[src/rtl/fifo_ctrl.sv]
// ----------------------------------------------------------------------------
// fifo_ctrl
//   Show-ahead FIFO controller wrapped around an external simple dual-port RAM
//   whose read port is registered. The RAM output register is the output stage,
//   so the controller holds up to DEPTH words in RAM plus one word presented
//   on rd_data_o. That makes DEPTH+1 words in total.
//
// Parameters
//   DWIDTH         data word width
//   AWIDTH         RAM address width (RAM depth is 2**AWIDTH)
//
// Ports
//   clk_i          clock, all state on rising edge
//   rst_ni         asynchronous active-low reset
//   wr_valid_i     producer offers wr_data_i
//   wr_data_i      producer word
//   wr_ready_o     controller can take a word this cycle
//   rd_valid_o     rd_data_o holds the head word
//   rd_data_o      head word, taken straight from the RAM read register
//   rd_ready_i     consumer takes the head word
//   usedw_o        words held (RAM occupancy plus the presented word)
//   ram_wr_en_o    RAM write enable
//   ram_wr_addr_o  RAM write address
//   ram_wr_data_o  RAM write data
//   ram_rd_en_o    RAM read enable
//   ram_rd_addr_o  RAM read address
//   ram_rd_data_i  RAM registered read data
// ----------------------------------------------------------------------------
module fifo_ctrl #(
  parameter int DWIDTH = 8,
  parameter int AWIDTH = 4
) (
  input  logic              clk_i,
  input  logic              rst_ni,
  input  logic              wr_valid_i,
  input  logic [DWIDTH-1:0] wr_data_i,
  output logic              wr_ready_o,
  output logic              rd_valid_o,
  output logic [DWIDTH-1:0] rd_data_o,
  input  logic              rd_ready_i,
  output logic [AWIDTH:0]   usedw_o,
  output logic              ram_wr_en_o,
  output logic [AWIDTH-1:0] ram_wr_addr_o,
  output logic [DWIDTH-1:0] ram_wr_data_o,
  output logic              ram_rd_en_o,
  output logic [AWIDTH-1:0] ram_rd_addr_o,
  input  logic [DWIDTH-1:0] ram_rd_data_i
);

  localparam int DEPTH = 2 ** AWIDTH;
  localparam logic [AWIDTH:0] CNT_FULL = (AWIDTH + 1)'(DEPTH);

  logic [AWIDTH-1:0] r_wptr;
  logic [AWIDTH-1:0] r_rptr;
  logic [AWIDTH:0]   r_cnt;
  logic              r_rd_valid;

  logic w_wr;
  logic w_pop;
  logic w_out_free;

  // The output stage can take a new word when it is empty or being consumed.
  assign w_out_free = !r_rd_valid || rd_ready_i;

  // Write acceptance only looks at registered occupancy. The write is also
  // gated by rst_ni so that no RAM write leaks out while reset is held.
  assign wr_ready_o = (r_cnt != CNT_FULL);
  assign w_wr       = wr_valid_i && wr_ready_o && rst_ni;
  assign w_pop      = (r_cnt != '0) && w_out_free;

  assign ram_wr_en_o   = w_wr;
  assign ram_wr_addr_o = r_wptr;
  assign ram_wr_data_o = wr_data_i;

  assign ram_rd_en_o   = w_pop;
  assign ram_rd_addr_o = r_rptr;

  assign rd_valid_o = r_rd_valid;
  assign rd_data_o  = ram_rd_data_i;
  assign usedw_o    = r_cnt + {{AWIDTH{1'b0}}, r_rd_valid};

  // The write pointer only moves on accepted writes. The read pointer only
  // moves on pops, so reads only reach occupied slots and writes only reach
  // free slots.
  always_ff @(posedge clk_i or negedge rst_ni) begin
    if (!rst_ni) begin
      r_wptr <= '0;
      r_rptr <= '0;
    end else begin
      if (w_wr) begin
        r_wptr <= r_wptr + AWIDTH'(1);
      end
      if (w_pop) begin
        r_rptr <= r_rptr + AWIDTH'(1);
      end
    end
  end

  // RAM occupancy. A simultaneous write and pop leaves it unchanged.
  always_ff @(posedge clk_i or negedge rst_ni) begin
    if (!rst_ni) begin
      r_cnt <= '0;
    end else begin
      case ({w_wr, w_pop})
        2'b10:   r_cnt <= r_cnt + (AWIDTH + 1)'(1);
        2'b01:   r_cnt <= r_cnt - (AWIDTH + 1)'(1);
        default: r_cnt <= r_cnt;
      endcase
    end
  end

  // A pop loads the RAM output register one cycle later, so the valid flag
  // tracks the pop whenever the output stage is free. Otherwise it holds.
  always_ff @(posedge clk_i or negedge rst_ni) begin
    if (!rst_ni) begin
      r_rd_valid <= 1'b0;
    end else if (w_out_free) begin
      r_rd_valid <= w_pop;
    end
  end

endmodule

[config.mk]
export PLATFORM = sky130hd
export DESIGN_NAME = fifo_ctrl
export DESIGN_NICKNAME = d
export VERILOG_FILES = /design/src/rtl/fifo_ctrl.sv
export SDC_FILE = /design/constraint.sdc
export NUM_CORES = 1
export LEC_CHECK = 0
export CORE_ASPECT_RATIO = 0.7
export CORE_MARGIN = 4
export CORE_UTILIZATION = 30
export DETAILED_ROUTE_END_ITERATION = 6
export PLACE_DENSITY_LB_ADDON = 0.08
export SLEW_MARGIN = 15
export SYNTH_ARGS = -nofsm -noshare
export SYNTH_HDL_FRONTEND = slang
export SYNTH_SLANG_ARGS = --single-unit
[constraint.sdc]
create_clock -name clk_i -period 2.6 [get_ports clk_i]
set_clock_uncertainty 0.15 [all_clocks]
set_input_delay 0.39 -clock clk_i [delete_from_list [all_inputs] [get_ports clk_i]]
set_output_delay 0.39 -clock clk_i [all_outputs]
set_load 0.05 [all_outputs]
==> results of run 1 <==
[worst max path at each step]
stage                  to  slack [ps]       start
2_1_floorplan    r_cnt[4]         0.6  rd_valid_o
3_3_place_gp     r_cnt[4]          30      rst_ni
3_5_place_dp     r_cnt[4]          20      rst_ni
4_1_cts        wr_ready_o         140    r_cnt[3]
5_1_grt          r_cnt[4]           1    r_cnt[3]
6_report       wr_ready_o         170    r_cnt[3]
[stage by stage]
| step | setup WS (ps) | hold WS [ps] | instance area [sq um] | instances |
|---|---|---|---|---|
| floorplan | 0.633 | -55.6 | 917 | 82 |
| global placement | 28.9 | 313 | 1120 | 131 |
| detailed placement | 15.9 | 314 | 1120 | 131 |
| CTS | 145 | 331 | 1180 | 135 |
| global route | 1.27 | 344 | 1180 | 135 |
| finish | 170 | 327 | 1180 | 135 |
[logic make-up (layout without fill, tap and decap cells)]
kind of cell    Yosys count  after routing
buf+inv                  19             36
fa+ha+maj                 9              9
compound gates            8              8
mux                       3              3
simple gates             16             16
flops                    14             14
xor+xnor                 13             13
[final cells by class]
type | instances | area share (%)
Multi-Input combinational cell | 49 | 36.9
Sequential cell | 14 | 29.7
Timing Repair Buffer | 30 | 24.2
Clock buffer | 4 | 4.67
Tap cell | 36 | 3.82
Inverter | 2 | 0.637
[cells in the mapped netlist, drive strengths merged]
library cell	n	area share, %
and3b	1	0.97
xor2	4	3.9
nand3	3	1.7
xnor2	9	8.7
nand4	2	1.4
fa	1	2.2
mux2	3	3.7
nor4	1	2.4
ha	8	11
inv	2	0.83
or3b	1	0.97
buf	16	13
o21ai	2	1.1
nor3	1	0.55
a21boi	1	0.83
nor2b	1	0.69
dfrtp	14	39
nand2	6	2.5
a21o	1	0.83
clkbuf	1	0.42
a21oi	4	3.1
[layout by cell type (no fill, tap or decap)]
cell             count
nor3_1               1
a21oi_1              2
dfrtp_1             14
a21oi_4              2
buf_4               14
inv_1                2
nor2b_1              1
and3b_1              1
clkdlybuf4s50_1     14
clkbuf_8             4
or3b_1               1
nand2_1              6
xnor2_1              9
nor4_4               1
fa_1                 1
xor2_1               4
a21o_1               1
ha_1                 8
nand4_1              2
a21boi_0             1
mux2_2               2
buf_12               2
nand3_1              3
mux2_1               1
o21ai_0              2
[sequential cells by signal, indices dropped and copies added (netlist names)]
name,count
r_cnt,5
ram_rd_addr_o,4
ram_wr_addr_o,4
rd_valid_o,1
[metal layers]
| layer | vias up | global-route usage [%] | share of wire (%) |
|---|---|---|---|
| met4 | 0 | 3.61 | 1.8 |
| met1 | 255 | 13.8 | 51 |
| met2 | 27 | 14.7 | 40 |
| met5 | - | 0 | 0 |
| li1 | 294 | - | - |
| met3 | 8 | 4.10 | 7.9 |
==> impl_metrics.env, run 1 <==
export IMPL_status="complete, no violations"
export IMPL_synth_area_sq_um=902
export IMPL_finalWirelength_mm=1.69
export IMPL_crit_fanout=4
export IMPL_dr_pass1_iters=3
export IMPL_cts_hold_fix_buffers=0
export IMPL_syn_to_final_growth_pct=30.7
export IMPL_row_count=16
export IMPL_crit_family="buffers and inverters"
export IMPL_path_buf_inv=2
export IMPL_diodes=0
export IMPL_cp_required_ps=2060
export IMPL_drtIter0Drc=25
export IMPL_postLayoutCoreUtil_pct=41.5
export IMPL_startpoint_type="register"
export IMPL_synth_seq_cells=14
export IMPL_coreArea_sq_mm=0.00284
export IMPL_grt_ovfl_total=0
export IMPL_register_area_sq_um=350
export IMPL_synthSimpleGateAreaFrac_pct=11.1
export IMPL_avgSynthCellArea_sq_um=11.0
export IMPL_grt_pass1_vias=620
export IMPL_fin_crit_sh_pct=93.5
export IMPL_ctsResizeCount=0
export IMPL_synthDistinctLibCells=23
export IMPL_slowest_delay_ps=710
export IMPL_yosysSeqAreaShare_pct=38.8
export IMPL_synth_top_family_by_area="buffers and inverters"
export IMPL_die_area_sq_mm=0.00396
export IMPL_grt_pass1_wl_mm=3.00
export IMPL_r2r_setup_slack_ps=230
export IMPL_hold_end="ram_wr_addr_o[3]"
export IMPL_grtUsageTotal_pct=10.2
export IMPL_initial_core_util_pct=31.7
export IMPL_reg2reg_from="r_cnt[3]"
export IMPL_finalSetupViolCount=0
export IMPL_die_w_um=73.5
export IMPL_grt_start_max_net_pins=15
export IMPL_critPathKind="register to primary output"
export IMPL_clockBufferDepth=2
export IMPL_yosys_warnings=0
export IMPL_fillers=286
export IMPL_drive_gt1_share_pct=25.3
export IMPL_maxCapViolCount=0
export IMPL_cp_depth=4
export IMPL_ant_nets=0
export IMPL_synth_fa_ha_area_share_pct=13.3
export IMPL_tns_ps=0
export IMPL_drc_errors=0
export IMPL_max_slew_worst_pin_slew_ps=499
export IMPL_rsz0062_at_grt="false"
export IMPL_path_cells="nor4_4 -> buf_4 -> nand2_1 -> clkdlybuf4s50_1"
export IMPL_clockRootBuffer="clkbuf_8"
export IMPL_hold_viol=0
export IMPL_worst_path_max_delay_cell="clkdlybuf4s50_1"
export IMPL_die_h_um=53.9
export IMPL_synth_nets=111
export IMPL_hold_path_cell_count=1
export IMPL_fin_nets=129
export IMPL_clock_latency_ps=240
export IMPL_dp_hpwl_mm=1.33
export IMPL_arrival_ps=1890
export IMPL_cts_tree="done"
export IMPL_r2r_cells=9
export IMPL_synth_xor_area_share_pct=12.6
export IMPL_synth_mux_area_share_pct=3.74
export IMPL_clock_sinks=14
export IMPL_antenna_found_initial=0
export IMPL_min_delay_start="ram_wr_addr_o[3]"
export IMPL_synth_cells=82
export IMPL_hold_class="register to register"
export IMPL_layout_min_cycle_time_ps=2430
export IMPL_end_kind="primary output"
export IMPL_post_cts_buffers=0
export IMPL_vias_per_cell=4.33
export IMPL_synth_compound_area_share_pct=5.83
export IMPL_max_slew_margin_pct=66.6
export IMPL_fmax_mhz=412
export IMPL_finalMaxSlewViolations=0
export IMPL_r2r_end="r_cnt[4]"
export IMPL_port_buffers=20
export IMPL_numCtsBuffers=3
export IMPL_pin_count=53
export IMPL_wl_per_cell_um=12.5
export IMPL_multiInputGateArea_sq_um=435
export IMPL_gp_congestion=0.707
export IMPL_vias=584
export IMPL_cts_clk_slew_worst_paths_ps=60
export IMPL_htreeDepth=1
Power of run 1 is not shown: default switching activity piles up to over one toggle a cycle in this logic, so the estimate is an artifact.
==> run 2: changes to the inputs <==
==> constraint.sdc (replaced) <==
create_clock -name clk_i -period 2.1 [get_ports clk_i]
set_clock_uncertainty 0.15 [all_clocks]
set_input_delay 0.315 -clock clk_i [delete_from_list [all_inputs] [get_ports clk_i]]
set_output_delay 0.315 -clock clk_i [all_outputs]
set_load 0.05 [all_outputs]
==> impl_metrics.env, run 2 (synthesis gave the netlist of run 1 again) <==
export IMPL_status="finished, violations left"
export IMPL_violations="negative setup slack"
export IMPL_setup_slack_ps=-93.9
export IMPL_grt_pass1_vias=698
export IMPL_grtUsageTotal_pct=10.7
export IMPL_cts_tree="done"
export IMPL_vias=630
export IMPL_maxCapViolCount=0
export IMPL_gp_congestion=0.759
export IMPL_dr_pass1_iters=3
export IMPL_initial_core_util_pct=31.7
export IMPL_die_w_um=73.5
export IMPL_htreeDepth=1
export IMPL_clockRootBuffer="clkbuf_8"
export IMPL_max_slew_margin_pct=66.0
export IMPL_cp_required_ps=2120
export IMPL_rsz0062_at_grt="true"
export IMPL_dp_hpwl_mm=1.58
export IMPL_hold_class="input port to asynchronous set/reset pin"
export IMPL_syn_to_final_growth_pct=58.3
export IMPL_drive_gt1_share_pct=51.9
export IMPL_drc_errors=0
export IMPL_startpoint_type="register"
export IMPL_fin_nets=136
export IMPL_max_slew_worst_pin_slew_ps=508
export IMPL_layout_min_cycle_time_ps=2190
export IMPL_final_cell_mix="buf_4, clkdlybuf4s50_1, dfrtp_1, buf_12"
export IMPL_numCtsBuffers=3
export IMPL_tns_ps=-228
export IMPL_slowest_delay_ps=410
export IMPL_r2r_setup_slack_ps=-90
export IMPL_finalSetupViolCount=4
export IMPL_coreArea_sq_mm=0.00284
export IMPL_antenna_found_initial=0
export IMPL_drtIter0Drc=7
export IMPL_fin_crit_sh_pct=104
export IMPL_cts_hold_fix_buffers=0
export IMPL_diodes=0
export IMPL_path_buf_inv=1
export IMPL_arrival_ps=2210
export IMPL_grt_start_max_net_pins=15
export IMPL_pin_count=53
export IMPL_row_count=16
export IMPL_fmax_mhz=456
export IMPL_die_h_um=53.9
export IMPL_fillers=251
export IMPL_clock_latency_ps=250
export IMPL_vias_per_cell=4.44
export IMPL_cts_clk_slew_worst_paths_ps=60
export IMPL_largest_register="r_cnt"
export IMPL_crit_path_frequent_cell="ha_4"
export IMPL_ant_nets=0
export IMPL_port_buffers=20
export IMPL_end_kind="register"
export IMPL_grt_ovfl_total=0
export IMPL_finalWirelength_mm=1.94
export IMPL_clock_sinks=14
export IMPL_critPathKind="register to register"
export IMPL_clockBufferDepth=2
export IMPL_final_common_cell="buf_4"
export IMPL_worst_path_max_delay_cell="dfrtp_1"
export IMPL_wl_per_cell_um=13.6
export IMPL_die_area_sq_mm=0.00396
export IMPL_finalMaxSlewViolations=0
export IMPL_path_cells="nor4_4 -> buf_4 -> a21oi_4 -> ha_4 -> ha_4 -> nand3_2 -> and3b_1 -> nor3_2 -> xnor2_1"
export IMPL_crit_fanout=5
export IMPL_grt_pass1_wl_mm=3.22
export IMPL_hold_viol=0
export IMPL_crit_family="simple AND/OR/NAND/NOR gates"
export IMPL_largest_reg_flops=5
==> run 2: cell count changes in the layout (fill, tap and decap cells not counted), moves of 3 or more <==
| cell | change |
|---|---|
| ha_1 | -6 |
| dfrtp_2 | +3 |
| xnor2_1 | -3 |
| buf_12 | +5 |
| buf_4 | +3 |
| xnor2_2 | +3 |
| dfrtp_1 | -3 |
| ha_4 | +5 |
==> run 2: metrics by stage <==
step / std cells / hold slack [ps] / util, % / cell area [sq um] / setup slack (ps)
final: 142 / 263 / 50.2 / 1430 / -93.9
after global routing: 142 / 292 / 50.2 / 1430 / -225
after CTS: 140 / 274 / 47.4 / 1350 / -154
after detailed placement: 136 / 315 / 45.2 / 1290 / -288
after global placement: 136 / 310 / 45.2 / 1290 / -212
after floorplan: 82 / -131 / - / 985 / -301
==> run 2: what timing repair did <==
item / in CTS / in global routing
pin swaps: 3 / 4
buffers inserted: 0 / 2
resized for setup: 2 / 12
setup endpoints to repair: 6 / 6
==> run 2: final timing paths <==
path	startpoint	endpoint	cells past startpoint
max	r_cnt[3]	r_cnt[4]	9
min	rst_ni	ram_rd_addr_o[2]	2
max reg2reg	r_cnt[3]	r_cnt[4]	9
min reg2reg	ram_wr_addr_o[3]	ram_wr_addr_o[3]	1
max in group asynchronous	rst_ni	r_cnt[0]	2
min in group clk_i	ram_wr_addr_o[3]	ram_wr_addr_o[3]	1
==> run 2: cell type report <==
cell class	count	area, sq um	area share, %
Multi-Input combinational cell	49	567	39.7
Timing Repair Buffer	37	399	28.0
Sequential cell	14	354	24.8
Clock buffer	4	55.1	3.86
Tap cell	36	45.0	3.16
Inverter	2	7.51	0.526
==> run 2: routing by layer <==
metal | global-route usage, % | vias up | wire length, um
li1 | - | 306 | -
met1 | 13.2 | 294 | 903
met2 | 17.2 | 18 | 819
met3 | 3.92 | 12 | 156
met4 | 3.92 | 0 | 58
met5 | 0 | - | 0
Power of run 2 is left out for the same reason.
